File: config.mk
export PLATFORM = sky130hd
export DESIGN_NAME = dpram_rr_arbiter
export DESIGN_NICKNAME = d
export VERILOG_FILES = /design/src/rtl/dpram_rr_arbiter.sv
export SDC_FILE = /design/constraint.sdc
export NUM_CORES = 1
export LEC_CHECK = 0
export BUFFER_PORTS_ARGS = -buffer_cell sky130_fd_sc_hd__buf_2
export CAP_MARGIN = 10
export CORE_AREA = 2 2 188 190
export CTS_BUF_LIST = sky130_fd_sc_hd__clkbuf_16
export CTS_CLUSTER_SIZE = 24
export DETAILED_ROUTE_END_ITERATION = 12
export DIE_AREA = 0 0 190 192
export HOLD_SLACK_MARGIN = 0.06
export PLACE_DENSITY_LB_ADDON = 0.15
export SLEW_MARGIN = 20
export SYNTH_ARGS = -nofsm -noshare
export SYNTH_HDL_FRONTEND = slang
export SYNTH_SLANG_ARGS = --single-unit
File: constraint.sdc
create_clock -name clk -period 16.55 [get_ports clk]
set_input_delay 2.4825 -clock clk [delete_from_list [all_inputs] [get_ports clk]]
set_output_delay 2.4825 -clock clk [all_outputs]
set_load 0.01 [all_outputs]
File: src/rtl/dpram_rr_arbiter.sv
// dpram_rr_arbiter: round-robin sharing of one two-port RAM among NUM_REQ requesters (write ack via DPRAM_ARB_WRITE_ACK_EN)
module dpram_rr_arbiter #(
  parameter int NUM_REQ = 4,
  parameter int IDW     = 2,
  parameter int AWIDTH  = 11,
  parameter int DWIDTH  = 40
) (
  input  logic                      clk,
  input  logic                      resetn,
  input  logic [NUM_REQ-1:0]        req_valid,
  input  logic [NUM_REQ-1:0]        req_wren,
  input  logic [NUM_REQ*AWIDTH-1:0] req_addr,
  input  logic [NUM_REQ*DWIDTH-1:0] req_wdata,
  output logic [NUM_REQ-1:0]        req_ready,
  output logic [AWIDTH-1:0]         ram_address_a,
  output logic [AWIDTH-1:0]         ram_address_b,
  output logic                      ram_wren_a,
  output logic                      ram_wren_b,
  output logic [DWIDTH-1:0]         ram_data_a,
  output logic [DWIDTH-1:0]         ram_data_b,
  input  logic [DWIDTH-1:0]         ram_out_a,
  input  logic [DWIDTH-1:0]         ram_out_b,
  output logic                      rsp_a_valid,
  output logic                      rsp_b_valid,
  output logic [IDW-1:0]            rsp_a_id,
  output logic [IDW-1:0]            rsp_b_id,
  output logic [DWIDTH-1:0]         rsp_a_data,
  output logic [DWIDTH-1:0]         rsp_b_data
);
  logic [AWIDTH-1:0] addr  [NUM_REQ];
  logic [DWIDTH-1:0] wdata [NUM_REQ];
  logic [IDW-1:0] rr_ptr_q, rr_ptr_d, ia, ib, idx;
  logic ga, gb;
  logic a_vld_q, a_vld_d, a_wr_q, b_vld_q, b_vld_d, b_wr_q;
  logic [IDW-1:0] a_id_q, b_id_q;
  for (genvar g = 0; g < NUM_REQ; g++) begin : g_unpack
    assign addr[g]  = req_addr[g*AWIDTH +: AWIDTH];
    assign wdata[g] = req_wdata[g*DWIDTH +: DWIDTH];
  end
  // scan from the pointer: first valid wins A, next non-conflicting valid wins B
  always_comb begin
    ga  = 1'b0;
    gb  = 1'b0;
    ia  = '0;
    ib  = '0;
    idx = '0;
    for (int k = 0; k < NUM_REQ; k++) begin
      idx = IDW'((int'(rr_ptr_q) + k) % NUM_REQ);
      if (req_valid[idx] && resetn) begin
        if (!ga) begin
          ga = 1'b1;
          ia = idx;
        end else if (!gb && !(addr[idx] == addr[ia] && (req_wren[idx] || req_wren[ia]))) begin
          gb = 1'b1;
          ib = idx;
        end
      end
    end
  end
  assign rr_ptr_d = gb ? IDW'((int'(ib) + 1) % NUM_REQ) : ga ? IDW'((int'(ia) + 1) % NUM_REQ) : rr_ptr_q;
  assign req_ready = (ga ? NUM_REQ'(1) << ia : '0) | (gb ? NUM_REQ'(1) << ib : '0);
  assign ram_address_a = ga ? addr[ia] : '0;
  assign ram_address_b = gb ? addr[ib] : '0;
  assign ram_data_a    = ga ? wdata[ia] : '0;
  assign ram_data_b    = gb ? wdata[ib] : '0;
  assign ram_wren_a    = ga & req_wren[ia];
  assign ram_wren_b    = gb & req_wren[ib];
`ifdef DPRAM_ARB_WRITE_ACK_EN
  assign a_vld_d = ga;
  assign b_vld_d = gb;
`else
  assign a_vld_d = ga & ~req_wren[ia];
  assign b_vld_d = gb & ~req_wren[ib];
`endif
  // pointer and per-port in-flight records; reset drops pending responses
  always_ff @(posedge clk or negedge resetn) begin
    if (!resetn) begin
      rr_ptr_q <= '0;
      a_vld_q  <= 1'b0;
      a_wr_q   <= 1'b0;
      a_id_q   <= '0;
      b_vld_q  <= 1'b0;
      b_wr_q   <= 1'b0;
      b_id_q   <= '0;
    end else begin
      rr_ptr_q <= rr_ptr_d;
      a_vld_q  <= a_vld_d;
      a_wr_q   <= ram_wren_a;
      a_id_q   <= ia;
      b_vld_q  <= b_vld_d;
      b_wr_q   <= ram_wren_b;
      b_id_q   <= ib;
    end
  end
  assign rsp_a_valid = a_vld_q;
  assign rsp_b_valid = b_vld_q;
  assign rsp_a_id    = a_vld_q ? a_id_q : '0;
  assign rsp_b_id    = b_vld_q ? b_id_q : '0;
  assign rsp_a_data  = (a_vld_q && !a_wr_q) ? ram_out_a : '0;
  assign rsp_b_data  = (b_vld_q && !b_wr_q) ? ram_out_b : '0;
endmodule
==> impl_metrics.prom <==
# TYPE chip_impl_metric gauge
chip_impl_info{name="cts_tree",value="done"} 1
chip_impl_metric{name="fillerInstances",unit=""} 3787
chip_impl_metric{name="grt_start_max_net_pins",unit=""} 60
chip_impl_info{name="layout_commonest_cell",value="sky130_fd_sc_hd__buf_2"} 1
chip_impl_metric{name="arrival",unit="ns"} 8.88
chip_impl_metric{name="synth_top_cell_area_share",unit="%"} 28.56
chip_impl_metric{name="synth.ff_latch_count",unit=""} 10
chip_impl_metric{name="clockPowerShare",unit="%"} 2.5
chip_impl_metric{name="effective_utilization_at_floorplan",unit="%"} 20.70
chip_impl_metric{name="synth_simple_gate_area_share",unit="%"} 20.87
chip_impl_metric{name="chipHeight",unit="um"} 192
chip_impl_metric{name="cts-resized-gates",unit=""} 0
chip_impl_metric{name="clock_tree.htree_level_count",unit=""} 1
chip_impl_metric{name="grt_overflow_total",unit=""} 0
chip_impl_metric{name="fmaxAchievable",unit="GHz"} 0.08804
chip_impl_metric{name="timing.final.setup_violations",unit=""} 0
chip_impl_metric{name="worst-path-buf-inv",unit=""} 6
chip_impl_metric{name="fin_worst_skew",unit="ns"} 0.001740
chip_impl_metric{name="core",unit="mm^2"} 0.03429
chip_impl_metric{name="die_area",unit="mm^2"} 0.03648
chip_impl_metric{name="antenna_found_initial",unit=""} 5
chip_impl_metric{name="synth_compound_area_share",unit="%"} 22.30
chip_impl_metric{name="timing.final.max_slew_violations",unit=""} 0
chip_impl_metric{name="floorplan.io_pins",unit=""} 488
chip_impl_metric{name="route.final.wire_length",unit="um"} 45750
chip_impl_metric{name="hold_violations",unit=""} 0
chip_impl_info{name="synth_largest_area_cell",value="sky130_fd_sc_hd__mux4_2"} 1
chip_impl_metric{name="cp.required",unit="ns"} 14.07
chip_impl_metric{name="cts.reportedPaths.clkPinSlew",unit="ns"} 0.04
chip_impl_metric{name="synth.avg_cell_area",unit="um^2"} 8.677
chip_impl_metric{name="irDropWorstVdd",unit="mV"} 0.1394
chip_impl_info{name="crit_path_start_kind",value="input pin"} 1
chip_impl_metric{name="power.net_switching",unit="uW"} 1049
chip_impl_metric{name="sw_ratio",unit="%"} 57.29
chip_impl_metric{name="comb_power_share",unit="%"} 94.7
chip_impl_metric{name="cts_max_path_buffers",unit=""} 2
chip_impl_info{name="crit_family",value="compound AO/OA/AOI/OAI gates"} 1
chip_impl_metric{name="synth_cell_types",unit=""} 80
chip_impl_metric{name="worstSkewPairLatency",unit="ns"} 0.24
chip_impl_metric{name="cap_violations",unit=""} 0
chip_impl_metric{name="postCtsHoldBufs",unit=""} 0
chip_impl_metric{name="layout.cell_area.non_filler",unit="mm^2"} 0.01001
chip_impl_info{name="unrepaired_setup_endpoints_after_global_routing",value="no"} 1
chip_impl_metric{name="grt_pass1_wl",unit="um"} 62940
chip_impl_metric{name="detail_route.vias_per_cell",unit=""} 5.470
chip_impl_metric{name="post_cts_buffers",unit=""} 0
chip_impl_metric{name="syn-cell-area",unit="mm^2"} 0.007098
chip_impl_metric{name="drt_iter0_markers",unit=""} 867
chip_impl_info{name="ys_dominant_reg_cell",value="sky130_fd_sc_hd__dfrtp_1"} 1
chip_impl_metric{name="post_route_cells_drive_above_1_share",unit="%"} 51.08
chip_impl_metric{name="reg2reg_slack",unit="ns"} 9.01
chip_impl_metric{name="power_density_of_the_placed_cells",unit="mW/mm^2"} 182.9
chip_impl_metric{name="die-width",unit="um"} 190
chip_impl_metric{name="gr-usage-all-layers",unit="%"} 23.51
chip_impl_metric{name="numCtsBuffers",unit=""} 3
chip_impl_metric{name="number_of_iterations_in_the_first_detailed_routing_pass",unit=""} 5
chip_impl_info{name="critPathSlowestCell",value="sky130_fd_sc_hd__o21a_1"} 1
chip_impl_metric{name="maxSlewHeadroom",unit="%"} 27.72
chip_impl_info{name="cp_cell_sequence",value="buf_2 -> mux2i_1 -> nand2_1 -> nand3_1 -> inv_1 -> ha_1 -> inv_1 -> o221ai_1 -> o21a_1 -> mux4_2 -> xnor2_1 -> nand2_1 -> a2111oi_4 -> a31oi_1 -> o41ai_1 -> nand3_4 -> buf_4 -> buf_16 -> mux2i_1 -> o22ai_1 -> buf_2"} 1
chip_impl_metric{name="detailed_route_wire_length_per_cell",unit="um"} 26.86
chip_impl_info{name="cts-root-buf",value="sky130_fd_sc_hd__clkbuf_16"} 1
chip_impl_info{name="dominant_combinational_cell_family_by_area_after_synthesis",value="multiplexers"} 1
chip_impl_metric{name="floorplan.rows",unit=""} 68
chip_impl_metric{name="worst_path_max_stage_delay",unit="ns"} 0.75
chip_impl_metric{name="numClockSinks",unit=""} 10
chip_impl_info{name="mostFrequentLayoutCells",value="sky130_fd_sc_hd__buf_2 (487), sky130_fd_sc_hd__and2_1 (136), sky130_fd_sc_hd__mux4_2 (90), sky130_fd_sc_hd__mux2i_1 (86), sky130_fd_sc_hd__a21oi_1 (62)"} 1
chip_impl_metric{name="min_period_over_period",unit="%"} 68.63
chip_impl_metric{name="final.min_clock_period",unit="ns"} 11.36
chip_impl_metric{name="postRouteAntennaNets",unit=""} 0
chip_impl_metric{name="number_of_flops_mapped_to_enable_cells_by_yosys",unit=""} 0
chip_impl_metric{name="async_flop_share",unit="%"} 100.0
chip_impl_metric{name="power.share.sequential",unit="%"} 2.8
chip_impl_info{name="critical_path.endpoint_type",value="primary output"} 1
chip_impl_metric{name="synth_xor_area_share",unit="%"} 3.578
chip_impl_info{name="outcome",value="complete, no violations"} 1
chip_impl_metric{name="total_half_perimeter_wirelength_after_legalization_and_detailed_placement",unit="um"} 36390
chip_impl_metric{name="flow.area_growth_from_synthesis",unit="%"} 41.02
chip_impl_metric{name="p_leak",unit="uW"} 0.004772
chip_impl_metric{name="synth-seq-area-share",unit="%"} 3.525
chip_impl_metric{name="placement.io_buffers",unit=""} 487
chip_impl_metric{name="netlist_instances",unit=""} 818
chip_impl_metric{name="gp_congestion",unit=""} 0.8696
chip_impl_metric{name="remaining_drc_errors",unit=""} 0
chip_impl_metric{name="p_int",unit="uW"} 781.7
chip_impl_metric{name="synth.net_count",unit=""} 1113
chip_impl_metric{name="worstPathMaxFanout",unit=""} 44
chip_impl_metric{name="number_of_warnings_reported_in_the_yosys_synthesis_log",unit=""} 0
chip_impl_metric{name="synth_fa_ha_area_share",unit="%"} 0.3173
chip_impl_info{name="synth.area.top_cells",value="sky130_fd_sc_hd__mux4_2 (29%), sky130_fd_sc_hd__mux2i_1 (12%), sky130_fd_sc_hd__and2_1 (12%), sky130_fd_sc_hd__o221ai_1 (5.6%), sky130_fd_sc_hd__a21oi_1 (4.4%)"} 1
chip_impl_metric{name="synthMuxAreaShare",unit="%"} 42.11
chip_impl_metric{name="post_dp_cell_area",unit="mm^2"} 0.009891
chip_impl_metric{name="tightest_slew",unit="ns"} 1.078
chip_impl_metric{name="final.setup.tns",unit="ns"} 0
chip_impl_metric{name="dr_total_vias",unit=""} 9316
chip_impl_metric{name="design.final.nets",unit=""} 1541
chip_impl_metric{name="first_global_vias",unit=""} 8816
chip_impl_info{name="min_path_type",value="flop to flop"} 1
chip_impl_info{name="critical_path_class",value="input pin to primary output"} 1
## path summary, 6_finish.rpt
check                      cells past startpoint                      end               startpoint
max in group asynchronous                      1  rr_ptr_q[0]$_DFFE_PN0P_                   resetn
hold / removal                                 3  rr_ptr_q[1]$_DFFE_PN0P_  rr_ptr_q[1]$_DFFE_PN0P_
min in group asynchronous                      1         a_wr_q$_DFF_PN0_                   resetn
hold reg to reg                                3  rr_ptr_q[1]$_DFFE_PN0P_  rr_ptr_q[1]$_DFFE_PN0P_
setup / recovery                              21           ram_data_b[30]             req_valid[3]
setup reg to reg                              19         b_wr_q$_DFF_PN0_  rr_ptr_q[1]$_DFFE_PN0P_
## final cells by class
type	instances	area [um^2]	share of cell area, %
antenna	3	7.507	0.07500
clock buffer	3	75.07	0.7500
clock inverter	1	3.754	0.03750
inverter	34	128.9	1.288
multi-input combinational	693	6389	63.83
sequential	10	251.5	2.512
tap	455	569.3	5.688
timing repair buffer	504	2585	25.83
## Yosys cell counts (5+ instances only)
| cell type | count |
|---|---|
| sky130_fd_sc_hd__and2_1 | 136 |
| sky130_fd_sc_hd__mux4_2 | 90 |
| sky130_fd_sc_hd__mux2i_1 | 86 |
| sky130_fd_sc_hd__a21oi_1 | 62 |
| sky130_fd_sc_hd__o221ai_1 | 45 |
| sky130_fd_sc_hd__clkbuf_1 | 40 |
| sky130_fd_sc_hd__nor2_1 | 38 |
| sky130_fd_sc_hd__inv_1 | 31 |
| sky130_fd_sc_hd__nand2_1 | 28 |
| sky130_fd_sc_hd__buf_2 | 21 |
| sky130_fd_sc_hd__xnor2_1 | 20 |
| sky130_fd_sc_hd__o21ai_0 | 16 |
| sky130_fd_sc_hd__o22ai_1 | 16 |
| sky130_fd_sc_hd__nor3_1 | 12 |
| sky130_fd_sc_hd__buf_4 | 10 |
| sky130_fd_sc_hd__dfrtp_1 | 10 |
| sky130_fd_sc_hd__nand3_1 | 10 |
| sky130_fd_sc_hd__a211oi_1 | 9 |
| sky130_fd_sc_hd__a31oi_1 | 9 |
| sky130_fd_sc_hd__mux2_2 | 9 |
| sky130_fd_sc_hd__nand4_1 | 9 |
| sky130_fd_sc_hd__xor2_1 | 9 |
| sky130_fd_sc_hd__buf_1 | 7 |
| sky130_fd_sc_hd__nor2b_1 | 5 |
## worst reg2reg max path, cell delays in order (launching register included)
cell	delay, ns
sky130_fd_sc_hd__dfrtp_1	0.31
sky130_fd_sc_hd__buf_4	0.55
sky130_fd_sc_hd__inv_1	0.68
sky130_fd_sc_hd__nand2_1	0.19
sky130_fd_sc_hd__nand3_1	0.15
sky130_fd_sc_hd__inv_1	0.10
sky130_fd_sc_hd__ha_1	0.74
sky130_fd_sc_hd__inv_1	0.22
sky130_fd_sc_hd__o221ai_1	0.19
sky130_fd_sc_hd__o21a_1	0.75
sky130_fd_sc_hd__mux4_2	0.62
sky130_fd_sc_hd__xnor2_1	0.20
sky130_fd_sc_hd__nand2_1	0.12
sky130_fd_sc_hd__a2111oi_4	0.35
sky130_fd_sc_hd__a31o_2	0.22
sky130_fd_sc_hd__o21a_1	0.23
sky130_fd_sc_hd__a2bb2oi_4	0.60
sky130_fd_sc_hd__inv_2	0.38
sky130_fd_sc_hd__mux4_2	0.58
sky130_fd_sc_hd__and2_1	0.22
## cells by family after synthesis
logic type                 count (synthesis)
adders and majority gates                  2
DFF                                       10
xor gates and xnor gates                  29
buffers and inverters                    115
AOI/OAI and AO/OA                        215
and+or+nand+nor                          262
muxes                                    185
## metrics by stage
stage | setup WS, ns | hold WS, ns | util, % | instances | total power, uW
after floorplan | 7.604 | 1.103 | - | 818 | 1199
after global placement | 5.340 | 0.9470 | 28.85 | 1695 | 1786
after detailed placement | 5.175 | 0.9503 | 28.85 | 1695 | 1783
after CTS | 5.162 | 0.9522 | 29.08 | 1699 | 1834
after global routing | 4.728 | 1.043 | 29.17 | 1700 | 1957
final | 5.192 | 0.9485 | 29.19 | 1703 | 1830
## sequential cells by signal (all words and copies together), names as in the netlist
register	count
a_id_q	2
a_wr_q	1
b_id_q	2
b_wr_q	1
rr_ptr_q	2
rsp_a_valid	1
rsp_b_valid	1
## layer usage
| metal | global-route usage, % | up-vias | wire [um] |
|---|---|---|---|
| met1 | 32.04 | 4625 | 18680 |
| met2 | 39.18 | 574 | 22000 |
| met3 | 4.403 | 39 | 4389 |
| met4 | 3.816 | 4 | 656 |
| li1 | - | 4074 | - |
| met5 | 0 | - | 23 |
## power groups by stage
stage	Combinational, uW	Sequential (uW)	Clock (uW)
2_1_floorplan	1160	41.7	0
3_3_place_gp	1730	52.6	0
3_5_place_dp	1730	52.2	0
4_1_cts	1740	52.2	45.6
5_1_grt	1860	53.8	47.1
6_report	1730	51.4	44.8
Power figures use the tool's default switching activity.
